**config.mk**
```make
export PLATFORM = sky130hd
export DESIGN_NAME = status_err_monitor
export DESIGN_NICKNAME = d
export VERILOG_FILES = /design/src/rtl/status_mon_pkg.sv /design/src/rtl/soft_err_counter.sv /design/src/rtl/status_err_monitor.sv
export SDC_FILE = /design/constraint.sdc
export NUM_CORES = 1
export LEC_CHECK = 0
export CORE_AREA = 5 5 221 223
export CTS_BUF_LIST = sky130_fd_sc_hd__clkbuf_16
export DETAILED_ROUTE_END_ITERATION = 16
export DIE_AREA = 0 0 226 228
export PLACE_DENSITY = 0.53
export SETUP_SLACK_MARGIN = 0.05
export SLEW_MARGIN = 20
export SYNTH_ARGS = -nofsm -noshare
export SYNTH_HDL_FRONTEND = slang
export SYNTH_SLANG_ARGS = --single-unit
```
**constraint.sdc**
```tcl
create_clock -name clk -period 11.7 [get_ports clk]
set_clock_uncertainty 0.05 [all_clocks]
set_input_delay 1.17 -clock clk [delete_from_list [all_inputs] [get_ports clk]]
set_output_delay 1.17 -clock clk [all_outputs]
set_load 0.1 [all_outputs]
```
**src/rtl/status_mon_pkg.sv**
```systemverilog
// Shared constants and helpers for the status/error monitor: read address map,
// parameter-word layout and the first-error record type.
package status_mon_pkg;

    localparam logic [5:0] ADDR_STICKY    = 6'h00;
    localparam logic [5:0] ADDR_LIVE      = 6'h01;
    localparam logic [5:0] ADDR_FIRST     = 6'h02;
    localparam logic [5:0] ADDR_TS_LO     = 6'h03;
    localparam logic [5:0] ADDR_TS_HI     = 6'h04;
    localparam logic [5:0] ADDR_OVF       = 6'h05;
    localparam logic [5:0] ADDR_PARAM     = 6'h06;
    localparam logic [5:0] ADDR_SOFT_BASE = 6'h08;

    localparam logic [31:0] RD_UNMAPPED = 32'h0000_0000;

    // Parameter word: {8'd0, TS_W[7:0], N_SOFT[3:0], N_HARD[4:0], CNT_W[5:0], 1'b1}
    localparam int PW_CNT_W_LSB  = 1;
    localparam int PW_N_HARD_LSB = 7;
    localparam int PW_N_SOFT_LSB = 12;
    localparam int PW_TS_W_LSB   = 16;

    typedef struct packed {
        logic       valid;
        logic [4:0] idx;
    } first_rec_t;

    function automatic logic [31:0] param_word(input int ts_w, input int n_soft,
                                               input int n_hard, input int cnt_w);
        logic [31:0] w;
        w = 32'h0000_0000;
        w[0]                     = 1'b1;
        w[PW_CNT_W_LSB  +: 6]    = 6'(cnt_w);
        w[PW_N_HARD_LSB +: 5]    = 5'(n_hard);
        w[PW_N_SOFT_LSB +: 4]    = 4'(n_soft);
        w[PW_TS_W_LSB   +: 8]    = 8'(ts_w);
        return w;
    endfunction

    function automatic logic [4:0] lowest_set(input logic [31:0] v);
        logic [4:0] idx;
        idx = 5'd0;
        for (int i = 31; i >= 0; i--) begin
            idx = v[i] ? 5'(i) : idx;
        end
        return idx;
    endfunction

endpackage

```
**src/rtl/soft_err_counter.sv**
```systemverilog
// One soft-error source: saturating event counter with overflow flag and a
// threshold compare on the post-update count. Clear and event together load 1.
module soft_err_counter #(
    parameter int CNT_W = 32
) (
    input  logic             clk,
    input  logic             reset,
    input  logic             i_evt,
    input  logic             i_clr,
    input  logic [CNT_W-1:0] i_thres,
    output logic [CNT_W-1:0] o_count,
    output logic             o_ovf,
    output logic             o_hit
);

    localparam logic [CNT_W-1:0] CNT_ZERO = {CNT_W{1'b0}};
    localparam logic [CNT_W-1:0] CNT_ONE  = {{(CNT_W-1){1'b0}}, 1'b1};
    localparam logic [CNT_W-1:0] CNT_MAX  = {CNT_W{1'b1}};

    logic [CNT_W-1:0] r_count;
    logic [CNT_W-1:0] w_count_nxt;
    logic             r_ovf;
    logic             w_ovf_nxt;
    logic             w_sat;

    // Next count/overflow with clear-vs-event priority, and the live threshold hit
    always_comb begin
        w_sat       = (r_count == CNT_MAX);
        w_count_nxt = r_count;
        w_ovf_nxt   = r_ovf;
        if (i_clr) begin
            w_count_nxt = i_evt ? CNT_ONE : CNT_ZERO;
            w_ovf_nxt   = 1'b0;
        end else if (i_evt) begin
            w_count_nxt = w_sat ? r_count : (r_count + CNT_ONE);
            w_ovf_nxt   = r_ovf | w_sat;
        end else begin
            w_count_nxt = r_count;
            w_ovf_nxt   = r_ovf;
        end
        o_hit = (i_thres != CNT_ZERO) && (w_count_nxt >= i_thres);
    end

    // Counter and overflow state
    always_ff @(posedge clk or negedge reset) begin
        if (!reset) begin
            r_count <= CNT_ZERO;
            r_ovf   <= 1'b0;
        end else begin
            r_count <= w_count_nxt;
            r_ovf   <= w_ovf_nxt;
        end
    end

    assign o_count = r_count;
    assign o_ovf   = r_ovf;

endmodule

```
**src/rtl/status_err_monitor.sv**
```systemverilog
// Sticky hard/soft error monitor with first-error capture and a one-cycle
// latency addressed read port.
module status_err_monitor
    import status_mon_pkg::*;
#(
    parameter int N_HARD = 8,
    parameter int N_SOFT = 3,
    parameter int CNT_W  = 32,
    parameter int TS_W   = 44
) (
    input  logic                    clk,
    input  logic                    reset,
    input  logic [N_HARD-1:0]       hard_err,
    input  logic [N_SOFT-1:0]       soft_evt,
    input  logic [N_SOFT*CNT_W-1:0] thres,
    input  logic [TS_W-1:0]         timestamp,
    input  logic                    clr_strobe,
    input  logic [31:0]             clr_mask,
    input  logic                    rd_en,
    input  logic [5:0]              rd_addr,
    output logic [31:0]             rd_data,
    output logic                    rd_valid,
    output logic [31:0]             err_sticky,
    output logic                    err_any
);

    localparam int          N_FLAGS    = N_HARD + N_SOFT;
    localparam logic [31:0] FLAG_MASK  = 32'hFFFF_FFFF >> (32 - N_FLAGS);
    localparam logic [31:0] PARAM_WORD = param_word(TS_W, N_SOFT, N_HARD, CNT_W);

    logic [N_SOFT-1:0] w_hit;
    logic [N_SOFT-1:0] w_ovf;
    logic [31:0]       w_thres_ext [N_SOFT];
    logic [31:0]       w_count_ext [N_SOFT];

    logic [31:0]       r_sticky;
    logic [31:0]       r_live;
    logic              r_err_any;
    first_rec_t        r_first;
    logic [TS_W-1:0]   r_first_ts;
    logic [31:0]       r_rd_data;
    logic              r_rd_valid;

    logic [31:0]       w_set;
    logic [31:0]       w_clr;
    logic [31:0]       w_base;
    logic [31:0]       w_sticky_nxt;
    logic [31:0]       w_new;
    logic              w_clr_all;
    logic              w_capture;
    logic [31:0]       w_rd_word;

    for (genvar k = 0; k < N_SOFT; k++) begin : g_soft
        logic [CNT_W-1:0] w_count;

        soft_err_counter #(.CNT_W(CNT_W)) u_soft (
            .clk     (clk),
            .reset   (reset),
            .i_evt   (soft_evt[k]),
            .i_clr   (clr_strobe & clr_mask[N_HARD+k]),
            .i_thres (thres[k*CNT_W +: CNT_W]),
            .o_count (w_count),
            .o_ovf   (w_ovf[k]),
            .o_hit   (w_hit[k])
        );

        assign w_thres_ext[k] = 32'(thres[k*CNT_W +: CNT_W]);
        assign w_count_ext[k] = 32'(w_count);
    end

    // Sticky update: a set in the same cycle as its clear keeps the bit set.
    // "New" bits are judged against the post-clear value so a clear-all with a
    // concurrent error re-captures the first-error record.
    always_comb begin
        w_set                  = 32'h0000_0000;
        w_set[N_HARD-1:0]      = hard_err;
        w_set[N_HARD +: N_SOFT] = w_hit;
        w_clr        = clr_strobe ? (clr_mask & FLAG_MASK) : 32'h0000_0000;
        w_base       = r_sticky & ~w_clr;
        w_sticky_nxt = w_base | w_set;
        w_new        = w_set & ~w_base;
        w_clr_all    = clr_strobe && (clr_mask == 32'hFFFF_FFFF);
        w_capture    = (!r_first.valid || w_clr_all) && (w_new != 32'h0000_0000);
    end

    // Sticky, live and summary flags
    always_ff @(posedge clk or negedge reset) begin
        if (!reset) begin
            r_sticky  <= 32'h0000_0000;
            r_live    <= 32'h0000_0000;
            r_err_any <= 1'b0;
        end else begin
            r_sticky  <= w_sticky_nxt;
            r_live    <= w_set;
            r_err_any <= (w_sticky_nxt != 32'h0000_0000);
        end
    end

    // First-error record
    always_ff @(posedge clk or negedge reset) begin
        if (!reset) begin
            r_first    <= '{valid: 1'b0, idx: 5'd0};
            r_first_ts <= {TS_W{1'b0}};
        end else if (w_capture) begin
            r_first    <= '{valid: 1'b1, idx: lowest_set(w_new)};
            r_first_ts <= timestamp;
        end else if (w_clr_all) begin
            r_first    <= '{valid: 1'b0, idx: 5'd0};
            r_first_ts <= {TS_W{1'b0}};
        end else begin
            r_first    <= r_first;
            r_first_ts <= r_first_ts;
        end
    end

    // Read mux over current (pre-update) register state
    always_comb begin
        w_rd_word = RD_UNMAPPED;
        case (rd_addr)
            ADDR_STICKY: w_rd_word = r_sticky;
            ADDR_LIVE:   w_rd_word = r_live;
            ADDR_FIRST:  w_rd_word = {r_first.valid, 26'd0, r_first.idx};
            ADDR_TS_LO:  w_rd_word = r_first_ts[31:0];
            ADDR_TS_HI:  w_rd_word = 32'(r_first_ts[TS_W-1:32]);
            ADDR_OVF:    w_rd_word = 32'(w_ovf);
            ADDR_PARAM:  w_rd_word = PARAM_WORD;
            default: begin
                w_rd_word = RD_UNMAPPED;
                for (int k = 0; k < N_SOFT; k++) begin
                    if (rd_addr == 6'(int'(ADDR_SOFT_BASE) + 2*k)) begin
                        w_rd_word = w_thres_ext[k];
                    end else if (rd_addr == 6'(int'(ADDR_SOFT_BASE) + 2*k + 1)) begin
                        w_rd_word = w_count_ext[k];
                    end else begin
                        w_rd_word = w_rd_word;
                    end
                end
            end
        endcase
    end

    // Read response register; data holds between reads
    always_ff @(posedge clk or negedge reset) begin
        if (!reset) begin
            r_rd_data  <= 32'h0000_0000;
            r_rd_valid <= 1'b0;
        end else if (rd_en) begin
            r_rd_data  <= w_rd_word;
            r_rd_valid <= 1'b1;
        end else begin
            r_rd_data  <= r_rd_data;
            r_rd_valid <= 1'b0;
        end
    end

    assign rd_data    = r_rd_data;
    assign rd_valid   = r_rd_valid;
    assign err_sticky = r_sticky;
    assign err_any    = r_err_any;

endmodule

```
### Word-level counts from Yosys, hierarchy flattened

Cells that the tools add are included.

| word-level totals | value |
|---|---|
| bits in registers | 226 |
| input bits | 193 |
| output and inout port bits | 66 |
| word-level logic and storage cells | 127 |

| operators by class | value |
|---|---|
| add/sub/neg operators | 3 |
| magnitude comparators | 3 |
| equal/unequal tests | 16 |
| muxes and demuxes | 63 |
| bitwise logic cells | 11 |
| reduce and logical (&&, ||, !) cells | 17 |

Operators with widths:

| operator | number |
|---|---|
| two-way mux 32 bit | 15 |
| one-hot mux 32 bit (7 select lines) | 1 |
| two-way mux 5 bit | 32 |
| nonzero test 32 bit | 5 |
| == test 32 bit (second input constant) | 4 |
| adder 32 x 1 -> 32 bit (second input constant) | 3 |
| greater-or-equal comparator 32 bit | 3 |
| two-way mux 44 bit | 2 |
| == test 6 x 4 -> 1 bit (second input constant) | 6 |
| AND 11 x 32 -> 32 bit | 1 |
| AND 32 bit | 1 |
| inverter 11 -> 32 bit | 1 |
| inverter 32 bit | 1 |
| OR 32 x 11 -> 32 bit | 1 |
| == test 6 x 3 -> 1 bit (second input constant) | 3 |
| == test 6 x 2 -> 1 bit (second input constant) | 2 |
| two-way mux 6 bit | 2 |
| two-way mux 11 bit | 1 |
| two-way mux 1 bit | 10 |
| nonzero test 2 bit | 4 |
| == test 6 x 1 -> 1 bit (second input constant) | 1 |
| logical NOT 6 bit | 1 |
| logical AND 1 bit | 5 |
| AND 1 bit | 3 |
| other kinds (3) | 5 |

### Longest topological paths before layout

Gate-level depths: netlist of the first run.

| depth | value |
|---|---|
| word-level depth | 40 |
| gate-level depth with buffers | 20 |
| mapped depth without buffers | 18 |

### Hierarchy

From an unflattened synthesis of the first run, not the netlist that was laid out.

| unflattened totals | value |
|---|---|
| cell total of the unflattened synthesis | 1493 |
| area total of the unflattened synthesis | 14182.4 um^2 |

By module, submodules not included:

| module | instances | cells an instance | area an instance (um^2) | sequential area each (um^2) |
|---|---|---|---|---|
| status_err_monitor | 1 | 528 | 6013.3 | 2627.5 |
| soft_err_counter (g_soft[0].u_soft) | 1 | 327 | 2726.4 | 825.8 |
| soft_err_counter (g_soft[1].u_soft) | 1 | 320 | 2726.4 | 825.8 |
| soft_err_counter (g_soft[2].u_soft) | 1 | 318 | 2716.4 | 825.8 |

### Least setup slack after synthesis of the first run

Ideal clock, no wire load.

| timing | value |
|---|---|
| path type | input -> register |
| start point | in clr_strobe |
| end point | reg r_first_ts[10] |
| library setup time | 0.079 ns |
| data arrival time | 4.389 ns |
| required time | 11.571 ns |
| path slack | 7.182 ns |
| stages | 16 |
| buffers on the path | 5 |
| path through | clkbuf_1 and2_1 clkbuf_1 clkbuf_1 nor2_1 ha_1 a211o_1 a31oi_1 nor4_1 o32a_1 o32ai_4 a21oi_2 o31ai_2 buf_6 buf_12 mux2i_1 |

| between the ends | value |
|---|---|
| cells in the longest elaborated chain, start to end | 8 |
| elaborated cells between the ends (all ways) | 23 |
| those cells by class | order compare (3); mux (5); bitwise (7); reduce/logical (8) |

Ends and longest elaborated chain:

| element | RTL line | source |
|---|---|---|
| start: declaration | status_err_monitor.sv:17 | `input logic clr_strobe,` |
| AND 1 bit * | status_err_monitor.sv:60 | `.i_clr (clr_strobe & clr_mask[N_HARD+k]),` |
| two-way mux 32 bit * | soft_err_counter.sv:31 | `if (i_clr) begin` |
| net g_soft[2].u_soft.w_count_nxt[2] | soft_err_counter.sv:21 | `logic [CNT_W-1:0] w_count_nxt;` |
| greater-or-equal comparator 32 bit * | soft_err_counter.sv:41 | `o_hit = (i_thres != CNT_ZERO) && (w_count_nxt >= i_thres);` |
| logical AND 1 bit * | soft_err_counter.sv:41 |  |
| AND 11 x 32 -> 32 bit * | status_err_monitor.sv:81 | `w_new = w_set & ~w_base;` |
| nonzero test 32 bit * | status_err_monitor.sv:83 | `w_capture = (!r_first.valid \|\| w_clr_all) && (w_new != 32'h0000_0000);` |
| logical AND 1 bit * | status_err_monitor.sv:83 |  |
| two-way mux 44 bit / nonzero test 2 bit (equally long branches) | -- |  |
| end signal: assignment | status_err_monitor.sv:103 | `r_first_ts <= {TS_W{1'b0}};` |
| end signal: assignment | status_err_monitor.sv:106 | `r_first_ts <= timestamp;` |
| end signal: assignment | status_err_monitor.sv:109 | `r_first_ts <= {TS_W{1'b0}};` |
| end: declaration | status_err_monitor.sv:40 | `logic [TS_W-1:0] r_first_ts;` |

Mark *: on every way through the listed nets, which the timed path passes. The rest lies on a longest branch.
A chain may end at the register's enable or synchronous reset.

### Worst setup path in the final report of the first run

| timing | value |
|---|---|
| start point | reg g_soft[1].u_soft.r_count[21] |
| end point | reg r_first_ts[43] |

| between the ends | value |
|---|---|
| cells in the longest elaborated chain, start to end | 10 |
| elaborated cells between the ends (all ways) | 12 |
| those cells by class | add/sub (1); order compare (1); eq/ne (1); mux (4); bitwise (1); reduce/logical (4) |

Ends and longest elaborated chain:

| element | RTL line | source |
|---|---|---|
| start: declaration | soft_err_counter.sv:20 | `logic [CNT_W-1:0] r_count;` |
| start signal: assignment | soft_err_counter.sv:50 | `r_count <= w_count_nxt;` |
| adder 32 x 1 -> 32 bit / == test 32 bit (equally long branches) | soft_err_counter.sv:35, soft_err_counter.sv:28 |  |
| two-way mux 32 bit * | soft_err_counter.sv:35 | `w_count_nxt = w_sat ? r_count : (r_count + CNT_ONE);` |
| two-way mux 32 bit * | soft_err_counter.sv:34 | `end else if (i_evt) begin` |
| two-way mux 32 bit * | soft_err_counter.sv:31 |  |
| net g_soft[1].u_soft.w_count_nxt[23] | soft_err_counter.sv:21 |  |
| greater-or-equal comparator 32 bit * | soft_err_counter.sv:41 |  |
| logical AND 1 bit * | soft_err_counter.sv:41 |  |
| AND 11 x 32 -> 32 bit * | status_err_monitor.sv:81 |  |
| nonzero test 32 bit * | status_err_monitor.sv:83 |  |
| logical AND 1 bit * | status_err_monitor.sv:83 |  |
| two-way mux 44 bit / nonzero test 2 bit (equally long branches) | -- |  |

Marked as above.

==> run metrics, run 1 <==
vias after detailed routing 12.89k; sequential share of the synthesized area 36.93%; Root Driver clkbuf_16; max_cap viols 0; Setup CP Type reg2reg; vias in the first global route 13.00k; unrepaired setup endpoints after global routing no; Initial DRC Count 1061; detailed-route wire length per cell 22.74 µm; post-layout min period 5.598 ns; grt peak-use layer met2; core area 46360 µm²; Hold-fix buffers, CTS 0; crit share post-route 47.85%; utilization after layout 38.17%; Vias per Instance 5.376; met3 Track Usage GR 2.954%; non-filler cells, final 2398; GRT Overall Usage 20.48%; fill count 4645; Post-Syn Area 13820 µm²; clock buffer depth 3; worst r2r path cells 17; Crit-path slowest cell or4_1; Design Power 2.126 mW; WP buf/inv 1; Worst Hold Launch r_first_ts[32]$_DFFE_PN0P_; first drt pass iteration count 8; Async S/R FF share, synth 100.0%; Crit. End Element flip-flop; gpl congestion 0.9335; Crit path depth 17; FP Rows 79; reg-to-reg setup timing slack 6.10 ns; Cell Chain, Critical Path and4_1, and4_1, nand4_1, or4_1, nand4_1, o21ai_0, a21oi_1, ha_1, a21oi_1, o21ai_0, a22oi_1, a31oi_1, nor3_1, o21ai_2, o31ai_4, buf_4, mux2i_1; Setup crit end r_first_ts[43]$_DFFE_PN0P_; CTS tree yes; crit-path max FO 27; detailed-route wire length 54.52 mm; met2 Use GR 32.81%; Peak Freq 178.6 MHz; Worst-Margin Slew 1.040 ns; area grow syn2layout 27.99%; synthesized area per cell 8.908 µm²; GR Overflow Total 0; post-route cell area 17690 µm²; Hold Crit Class reg2reg; Syn Inst Count 1552; r2r startpoint g_soft[1].u_soft.o_count[21]$_DFF_PN0_; placed instance count 2350; hpwl dp 42.88 mm; minimum hold slack 0.4729 ns; synth unique cells 71; final worst slack 6.102 ns; CTS clock-pin slew for the worst setup and hold paths 0.06 ns; main flop type after synthesis dfrtp_1; M1 GR Usage 29.68%; # diodes 0; most common cell after layout, fill and taps aside clkdlybuf4s50_1; Worst slew margin 30.42%; global-route wire length before repair 81.72 mm; PortBufs 237; Yosys warning count 0; commonest non-fill, non-tap cells in the layout clkdlybuf4s50_1, dfrtp_1, inv_1; setup_tns 0 ns; CTS sink count 204; Final #Nets 2063; largest net degree at the start of global routing 72; setup bufs post-CTS 0; proportion of layout cells with a drive suffix above 1 6.030%; Yosys reg bits 204; Slew Limit Fails 0; final count of hold timing violations 0; slowest stage delay, CP 0.81 ns; EDFF count, synth 0; power density cells 120.1 nW/µm²; register area 5105 µm²; crit path launch type flip-flop; area occupied by multi-input gates 7741 µm²; Lkg Pwr 8.129 nW; chip width 226 µm; Max IR drop VDD 97.87 µV; die area 51530 µm²; WP data required 12.12 ns; DRT antenna net count 0; status finished, final reports clean; DP Area 16700 µm²; # DRC 0; Worst-Skew Late Latency 0.56 ns; Arrival @ worst endpoint 6.02 ns; H-tree depth 1; CP delay by family, top simple AND/OR/NAND/NOR gates; RR Endpoint r_first_ts[43]$_DFFE_PN0P_; Vert. Die Dim 228 µm; Setup Viol. Count Final 0; # IOs 259; CTS buffer count 26; Starting Density 29.82%; antenna violations before repair 1; worst slack, placed 5.770 ns; CP startpoint g_soft[1].u_soft.o_count[21]$_DFF_PN0_; CTS resizes 0
[metal layers]
metal | routed length, µm | share of wire, %
met1 | 24490 | 45
met2 | 25270 | 46
met3 | 3600 | 6.6
met4 | 1145 | 2.1
met5 | 13 | 0.024
[cells by family after synthesis]
family | count (synthesis) | synth area share (%)
AOI/OAI and AO/OA | 307 | 14.42
buffers and inverters | 247 | 7.838
other | 1 | 0.02713
DFF | 204 | 36.93
and+or+nand+nor | 552 | 20.06
adders and majority gates | 99 | 8.960
xor gates and xnor gates | 55 | 3.484
muxes | 87 | 8.290
[report_power, final]
part	internal [mW]	switching, mW	total, mW
clock	0.602	0.342	0.944
combinational	0.141	0.275	0.416
sequential	0.736	0.0294	0.765
total	1.48	0.647	2.13
[worst register-to-register path: stages (launching register included)]
cell and delay [ns]:
dfrtp_1 0.47, and4_1 0.31, and4_1 0.29, nand4_1 0.20
or4_1 0.81, nand4_1 0.49, o21ai_0 0.16, a21oi_1 0.20
ha_1 0.29, a21oi_1 0.15, o21ai_0 0.10, a22oi_1 0.20
a31oi_1 0.14, nor3_1 0.43, o21ai_2 0.20, o31ai_4 0.26
buf_4 0.45, mux2i_1 0.31
[area by class of cell]
class	instances	area share, %
Timing Repair Buffer	253	14.02
Clock inverter	22	1.909
Tap cell	607	4.292
Clock buffer	26	3.677
Inverter	165	3.500
Sequential cell	204	28.85
Multi-Input combinational cell	1121	43.75
[cell usage after synthesis (9+ instances only)]
master | instances | share of area, %
nor4_1 | 33 | 1.5
mux2i_1 | 65 | 4.7
or2_2 | 10 | 0.45
a21oi_1 | 90 | 3.3
a22oi_1 | 45 | 2.4
nand4_1 | 52 | 2.4
mux4_2 | 22 | 3.6
and3_1 | 10 | 0.45
a221oi_1 | 23 | 1.5
dfrtp_1 | 204 | 37
inv_1 | 165 | 4.5
ha_1 | 99 | 9.0
xor2_1 | 25 | 1.6
xnor2_1 | 30 | 1.9
buf_4 | 21 | 1.1
and4_1 | 20 | 1.3
clkbuf_1 | 48 | 1.3
nor2_1 | 142 | 3.9
or3_1 | 34 | 1.5
nand2b_1 | 11 | 0.50
nand2_1 | 131 | 3.6
nand3_1 | 48 | 1.7
a21boi_0 | 9 | 0.49
a31oi_1 | 20 | 0.91
nor3_1 | 19 | 0.69
and2_1 | 16 | 0.72
o21ai_0 | 70 | 2.5
[state kept, by name, summed over array words and instances, names as in the netlist]
name / cells
rd_data: 32
r_live: 11
err_any: 1
r_first_ts: 44
g_soft.u_soft.o_count: 96
g_soft.u_soft.o_ovf: 3
r_first: 5
rd_valid: 1
err_sticky: 11
[how the worst min path moves through the flow]
stage / endpoint / slack [ns] / cells after the start
detailed placement: rd_data[14]$_DFFE_PN0P_ / 0.46 / 2
finish: r_first_ts[32]$_DFFE_PN0P_ / 0.47 / 2
floorplan: g_soft[1].u_soft.o_ovf$_DFFE_PN0P_ / 0.41 / 2
global placement: r_first[3]$_DFFE_PN0P_ / 0.46 / 2
global route: r_first_ts[32]$_DFFE_PN0P_ / 0.49 / 2
CTS: r_first_ts[32]$_DFFE_PN0P_ / 0.48 / 2
Power figures use the tool's default switching activity.
==> inputs of run 2 (changes only) <==
--- a/config.mk
+++ b/config.mk
@@ -9,7 +9,7 @@
 export CTS_BUF_LIST = sky130_fd_sc_hd__clkbuf_16
 export DETAILED_ROUTE_END_ITERATION = 16
 export DIE_AREA = 0 0 226 228
-export PLACE_DENSITY = 0.53
+export PLACE_DENSITY = 0.54
 export SETUP_SLACK_MARGIN = 0.05
 export SLEW_MARGIN = 20
 export SYNTH_ARGS = -nofsm -noshare
==> constraint.sdc (replaced) <==
create_clock -name clk -period 4.64 [get_ports clk]
set_clock_uncertainty 0.05 [all_clocks]
set_input_delay 0.464 -clock clk [delete_from_list [all_inputs] [get_ports clk]]
set_output_delay 0.464 -clock clk [all_outputs]
set_load 0.1 [all_outputs]
==> run 2 against run 1 <==
Against the previous run: the run now ends with negative hold slack, negative setup slack left; clock power increased by 140%; global-route usage increased by 0.68 points; first-iteration DRC count increased by 5.7%; register-to-register slack got worse by 6.1 ns; non-clock buffer count increased by 134; worst hold slack got worse by 0.55 ns; maximum frequency increased by 21%; power increased to 2.5 times the previous value; critical endpoint is now r_first_ts[7]$_DFFE_PN0P_.
==> run metrics, run 2 (same netlist as run 1, synthesis figures left out) <==
post-layout min period 4.642 ns; placed instance count 2461; r2r startpoint g_soft[1].u_soft.o_count[21]$_DFF_PN0_; vias in the first global route 13.52k; power density cells 279.9 nW/µm²; Starting Density 29.82%; Seq pwr share 35.9%; Hold Crit Class in2async; Max IR drop VDD 250.4 µV; combinational fraction of design power 21.1%; non-filler cells, final 2534; Crit-path slowest cell or4_4; hpwl dp 45.15 mm; CP startpoint g_soft[1].u_soft.o_count[21]$_DFF_PN0_; clock power share 43.0%; CTS sink count 204; Hold-fix buffers, CTS 0; vias after detailed routing 13.49k; die area 51530 µm²; CTS buffer count 26; DRT antenna net count 0; Initial DRC Count 1121; Worst-Skew Late Latency 0.55 ns; Final #Nets 2197; slowest stage delay, CP 0.57 ns; status complete, but fails checks; Worst-Margin Slew 1.061 ns; Crit. End Element flip-flop; detailed-route wire length per cell 22.69 µm; Worst slew margin 28.70%; Pint 3.698 mW; first drt pass iteration count 6; Slew Limit Fails 0; minimum hold slack -0.07292 ns; core area 46360 µm²; crit share post-route 100.1%; Cell Chain, Critical Path and4_4, and4_4, nand4_1, or4_4, buf_6, buf_4, nand4_1, buf_4, o21ai_0, a21oi_1, ha_1, a21oi_1, nand2_1, a221oi_2, nor3b_2, nor3_1, buf_4, o21ai_2, o31ai_4, buf_6, buf_12, mux2i_2; FP Rows 79; largest net degree at the start of global routing 105; GRT Overall Usage 21.16%; Peak Freq 215.4 MHz; setup_tns -0.002448 ns; Design Power 5.348 mW; commonest non-fill, non-tap cells in the layout clkdlybuf4s50_1, dfrtp_1, inv_1; crit-path max FO 7; worst slack, placed -0.4466 ns; failing checks negative hold slack, negative setup slack; max_cap viols 0; CTS clock-pin slew for the worst setup and hold paths 0.06 ns; Setup Viol. Count Final 1; WP data required 5.05 ns; Setup CP Type reg2reg; CTS tree yes; global-route wire length before repair 83.85 mm; antenna violations before repair 3; reg-to-reg setup timing slack -0.002 ns; Root Driver clkbuf_16; crit path launch type flip-flop; H-tree depth 1; Vert. Die Dim 228 µm; area grow syn2layout 38.20%; switching share of power 30.84%; Worst path most repeated cell buf_4; # DRC 0; detailed-route wire length 57.49 mm; Arrival @ worst endpoint 5.05 ns; most common cell after layout, fill and taps aside clkdlybuf4s50_1; Psw 1.649 mW; GR Overflow Total 0; final count of hold timing violations 16; Largest register FFs 96; Vias per Instance 5.323; clock buffer depth 3; unrepaired setup endpoints after global routing yes; final worst slack -0.002448 ns; PortBufs 237; chip width 226 µm; proportion of layout cells with a drive suffix above 1 14.91%; # IOs 259; Lkg Pwr 8.945 nW; gpl congestion 0.9873
==> run 2: power groups by stage <==
stage,clock (mW),sequential [mW],combinational (mW)
2_1_floorplan,0,2.14,0.404
5_1_grt,2.41,1.93,1.20
3_3_place_gp,0,1.95,1.10
6_report,2.30,1.92,1.13
3_5_place_dp,0,1.95,1.11
4_1_cts,2.34,1.92,1.11
==> run 2: metal layers <==
layer | vias to the layer above | GRT usage (%) | part of all wire, %
met3 | 102 | 3.545 | 7.9
met1 | 6587 | 29.62 | 43
li1 | 6257 | - | -
met5 | - | 0 | 0.035
met2 | 541 | 34.44 | 47
met4 | 2 | 4.691 | 2.5
==> run 2: critical path: cells and delay by family, from the launching register on <==
family	cells	cell delay (ns)
compound gates	6	0.96
fa+ha+maj	1	0.29
buf+inv	6	0.97
flops	1	0.35
mux	1	0.22
simple gates	8	1.68
==> run 2: final timing paths <==
check | end | depth (start not counted)
min in group clk | r_live[7]$_DFF_PN0_ | 1
max in group asynchronous | g_soft[0].u_soft.o_count[13]$_DFF_PN0_ | 2
worst max register to register | r_first_ts[7]$_DFFE_PN0P_ | 22
worst min-delay path | g_soft[0].u_soft.o_count[4]$_DFF_PN0_ | 1
worst min register to register | r_first[3]$_DFFE_PN0P_ | 2
worst max-delay path | r_first_ts[7]$_DFFE_PN0P_ | 22
==> run 2: repair_timing <==
| action | in CTS | in global routing |
|---|---|---|
| buffers inserted | 8 | 13 |
| endpoints found under the setup margin | 49 | 50 |
| gates resized for setup | 18 | 53 |
| gates cloned | 1 | 4 |
| pin swaps | 20 | 27 |
==> run 2: cell type report <==
cell class,count,area (µm²)
sequential,204,5105
clock inverter,21,285.3
timing repair buffer,387,3670
inverter,165,619.3
antenna,2,5.005
clock buffer,27,675.6
multi-input combinational,1121,7986
fill,4598,27250
tap,607,759.5
==> run 2: metrics by stage <==
stage / cell area, µm² / util (%)
after floorplan: 13900 / -
after global placement: 17620 / 38.00
after detailed placement: 17620 / 38.00
after CTS: 18740 / 40.42
after global routing: 19110 / 41.21
final: 19110 / 41.21
==> inputs of run 3 (changes only) <==
--- a/config.mk
+++ b/config.mk
@@ -5,11 +5,11 @@
 export SDC_FILE = /design/constraint.sdc
 export NUM_CORES = 1
 export LEC_CHECK = 0
-export CORE_AREA = 5 5 221 223
+export CORE_AREA = 5 5 135 233
 export CTS_BUF_LIST = sky130_fd_sc_hd__clkbuf_16
 export DETAILED_ROUTE_END_ITERATION = 16
-export DIE_AREA = 0 0 226 228
-export PLACE_DENSITY = 0.54
+export DIE_AREA = 0 0 140 238
+export PLACE_DENSITY = 0.78
 export SETUP_SLACK_MARGIN = 0.05
 export SLEW_MARGIN = 20
 export SYNTH_ARGS = -nofsm -noshare
==> run 3 against run 2 <==
Against the previous run: the flow now finishes without violations; highest routed layer is now met4; cell count decreased by 9.4%; sequential cell count is the same; clock power is 27% lower; maximum frequency increased by 0.75%; utilization increased by 22 points; largest power group is now registers; via count rose by 3.2%; clock-buffer cell count decreased by 6; die area shrank 35%; critical path depth fell by 2; power shrank 12%; cell area is 3.3% lower; critical endpoint is now r_first_ts[20]$_DFFE_PN0P_; worst hold slack better by 0.47 ns.
==> run metrics, run 3 (same netlist as run 1, synthesis figures left out) <==
Slew Limit Fails 0; area grow syn2layout 33.70%; worst slack, placed -0.2982 ns; CTS buffer count 21; Setup Viol. Count Final 0; Initial DRC Count 1323; setup_tns 0 ns; CTS tree yes; Starting Density 47.21%; Max IR drop VDD 224.6 µV; placed instance count 2237; crit share post-route 99.31%; Lkg Pwr 8.784 nW; Hold Crit Depth 1; Crit. End Element flip-flop; status finished, final reports clean; Setup CP Type reg2reg; Vert. Die Dim 238 µm; minimum hold slack 0.4020 ns; # IOs 259; hpwl dp 41.73 mm; Hold EP r_live[7]$_DFF_PN0_; fill count 2474; Worst-Margin Slew 1.060 ns; proportion of layout cells with a drive suffix above 1 14.16%; chip width 140 µm; GRT Overall Usage 30.71%; Vias per Instance 6.059; area occupied by multi-input gates 7964 µm²; Hold Crit Class in2reg; vias in the first global route 14.43k; PortBufs 237; final worst slack 0.03224 ns; first drt pass iteration count 6; reg-to-reg setup timing slack 0.03 ns; Final #Nets 2193; Largest register FFs 96; Worst slew margin 29.15%; slowest stage delay, CP 0.44 ns; commonest non-fill, non-tap cells in the layout clkdlybuf4s50_1, dfrtp_1, inv_1; register area 5105 µm²; CTS sink count 204; post-layout min period 4.608 ns; GR Overflow Total 0; Worst Hold Launch hard_err[7]; max_cap viols 0; r2r startpoint g_soft[2].u_soft.o_count[25]$_DFF_PN0_; Worst-Skew Late Latency 0.52 ns; Peak Freq 217.0 MHz; CTS clock-pin slew for the worst setup and hold paths 0.06 ns; crit path launch type flip-flop; clock buffer depth 3; WP data required 5.01 ns; utilization after layout 63.11%; power density cells 254.5 nW/µm²; # DRC 0; FP Rows 83; detailed-route wire length 53.12 mm; H-tree depth 1; Root Driver clkbuf_16; gpl congestion 1.015; Crit-path slowest cell dfrtp_1; global-route wire length before repair 80.16 mm; Arrival @ worst endpoint 4.98 ns; detailed-route wire length per cell 23.13 µm; vias after detailed routing 13.92k; crit-path max FO 7; antenna violations before repair 0; die area 33320 µm²; most common cell after layout, fill and taps aside clkdlybuf4s50_1; worst r2r path cells 20; Cell Chain, Critical Path and4_1, nand4_1, nor2_2, a41o_1, nor2_1, buf_4, buf_4, nand3_1, xor2_1, nor2_1, ha_1, a21oi_2, o2111ai_1, o32a_1, o32ai_4, a21oi_4, o31ai_4, buf_12, buf_12, mux2i_2; non-filler cells, final 2297; final count of hold timing violations 0; RR Endpoint r_first_ts[20]$_DFFE_PN0P_; DRT antenna net count 0; largest net degree at the start of global routing 84; unrepaired setup endpoints after global routing yes; core area 29290 µm²
==> run 3: cell count changes in the layout (fill, tap and decap cells not counted), sizes merged <==
cell | before | now
buf | 150 | 151
bufinv | 7 | 2
clkbuf | 31 | 24
clkinv | 9 | 5
clkinvlp | 3 | 2
diode | 2 | 1
dlygate4sd3 | 0 | 1
inv | 167 | 171
==> run 3: worst max path at each step <==
stage / end / slack (ns) / startpoint / cells after the start
3_5_place_dp: r_first_ts[10]$_DFFE_PN0P_ / -0.30 / g_soft[0].u_soft.o_count[10]$_DFF_PN0_ / 17
3_3_place_gp: r_first_ts[24]$_DFFE_PN0P_ / -0.18 / soft_evt[0] / 16
6_report: r_first_ts[20]$_DFFE_PN0P_ / 0.03 / g_soft[2].u_soft.o_count[25]$_DFF_PN0_ / 20
4_1_cts: r_first_ts[16]$_DFFE_PN0P_ / 0.06 / g_soft[0].u_soft.o_count[10]$_DFF_PN0_ / 20
5_1_grt: r_first[1]$_DFFE_PN0P_ / -0.21 / g_soft[2].u_soft.o_count[6]$_DFF_PN0_ / 21
2_1_floorplan: r_first_ts[10]$_DFFE_PN0P_ / 0.28 / g_soft[1].u_soft.o_count[20]$_DFF_PN0_ / 20
==> run 3: layout make-up <==
cell class	count	share of cell area (%)
Inverter	165	3.351
Clock buffer	21	2.843
Antenna cell	1	0.01354
Sequential cell	204	27.62
Tap cell	382	2.586
Multi-Input combinational cell	1121	43.09
Clock inverter	15	0.6634
Timing Repair Buffer	388	19.83
==> run 3: power by group <==
part           switching (mW)  internal, mW
logic                   0.718         0.398
clock network           0.745         0.933
registers              0.0568          1.85
==> run 3: what timing repair did <==
item                                   4_1_cts  5_1_grt
endpoints found under the hold margin        1        0
gates cloned                                 2        2
hold buffers                                 1        0
setup endpoints to repair                   49       49
gates resized for setup                     23       42
pin swaps                                   18       23
setup buffers                                9        9
==> run 3: per-stage QoR <==
step	power, mW	area (µm²)
final	4.704	18480
after global routing	4.860	18480
after CTS	4.696	18210
after detailed placement	3.027	17320
after global placement	3.010	17320
after floorplan	2.542	13900
==> run 3: metal layers <==
| metal | wire length [µm] | global-route usage [%] | vias to the layer above |
|---|---|---|---|
| li1 | - | - | 6238 |
| met1 | 17970 | 33.61 | 6711 |
| met2 | 27150 | 55.25 | 739 |
| met3 | 3781 | 4.051 | 230 |
| met4 | 4214 | 19.95 | 0 |
| met5 | 0 | 0 | - |
==> run 3: critical path: cells and delay by family, from the launching register on <==
family	cells	cell delay, ns
AOI/OAI and AO/OA	7	1.64
adders and majority gates	1	0.33
buffers and inverters	4	0.66
DFF	1	0.44
muxes	1	0.22
and+or+nand+nor	6	0.94
xor gates and xnor gates	1	0.21
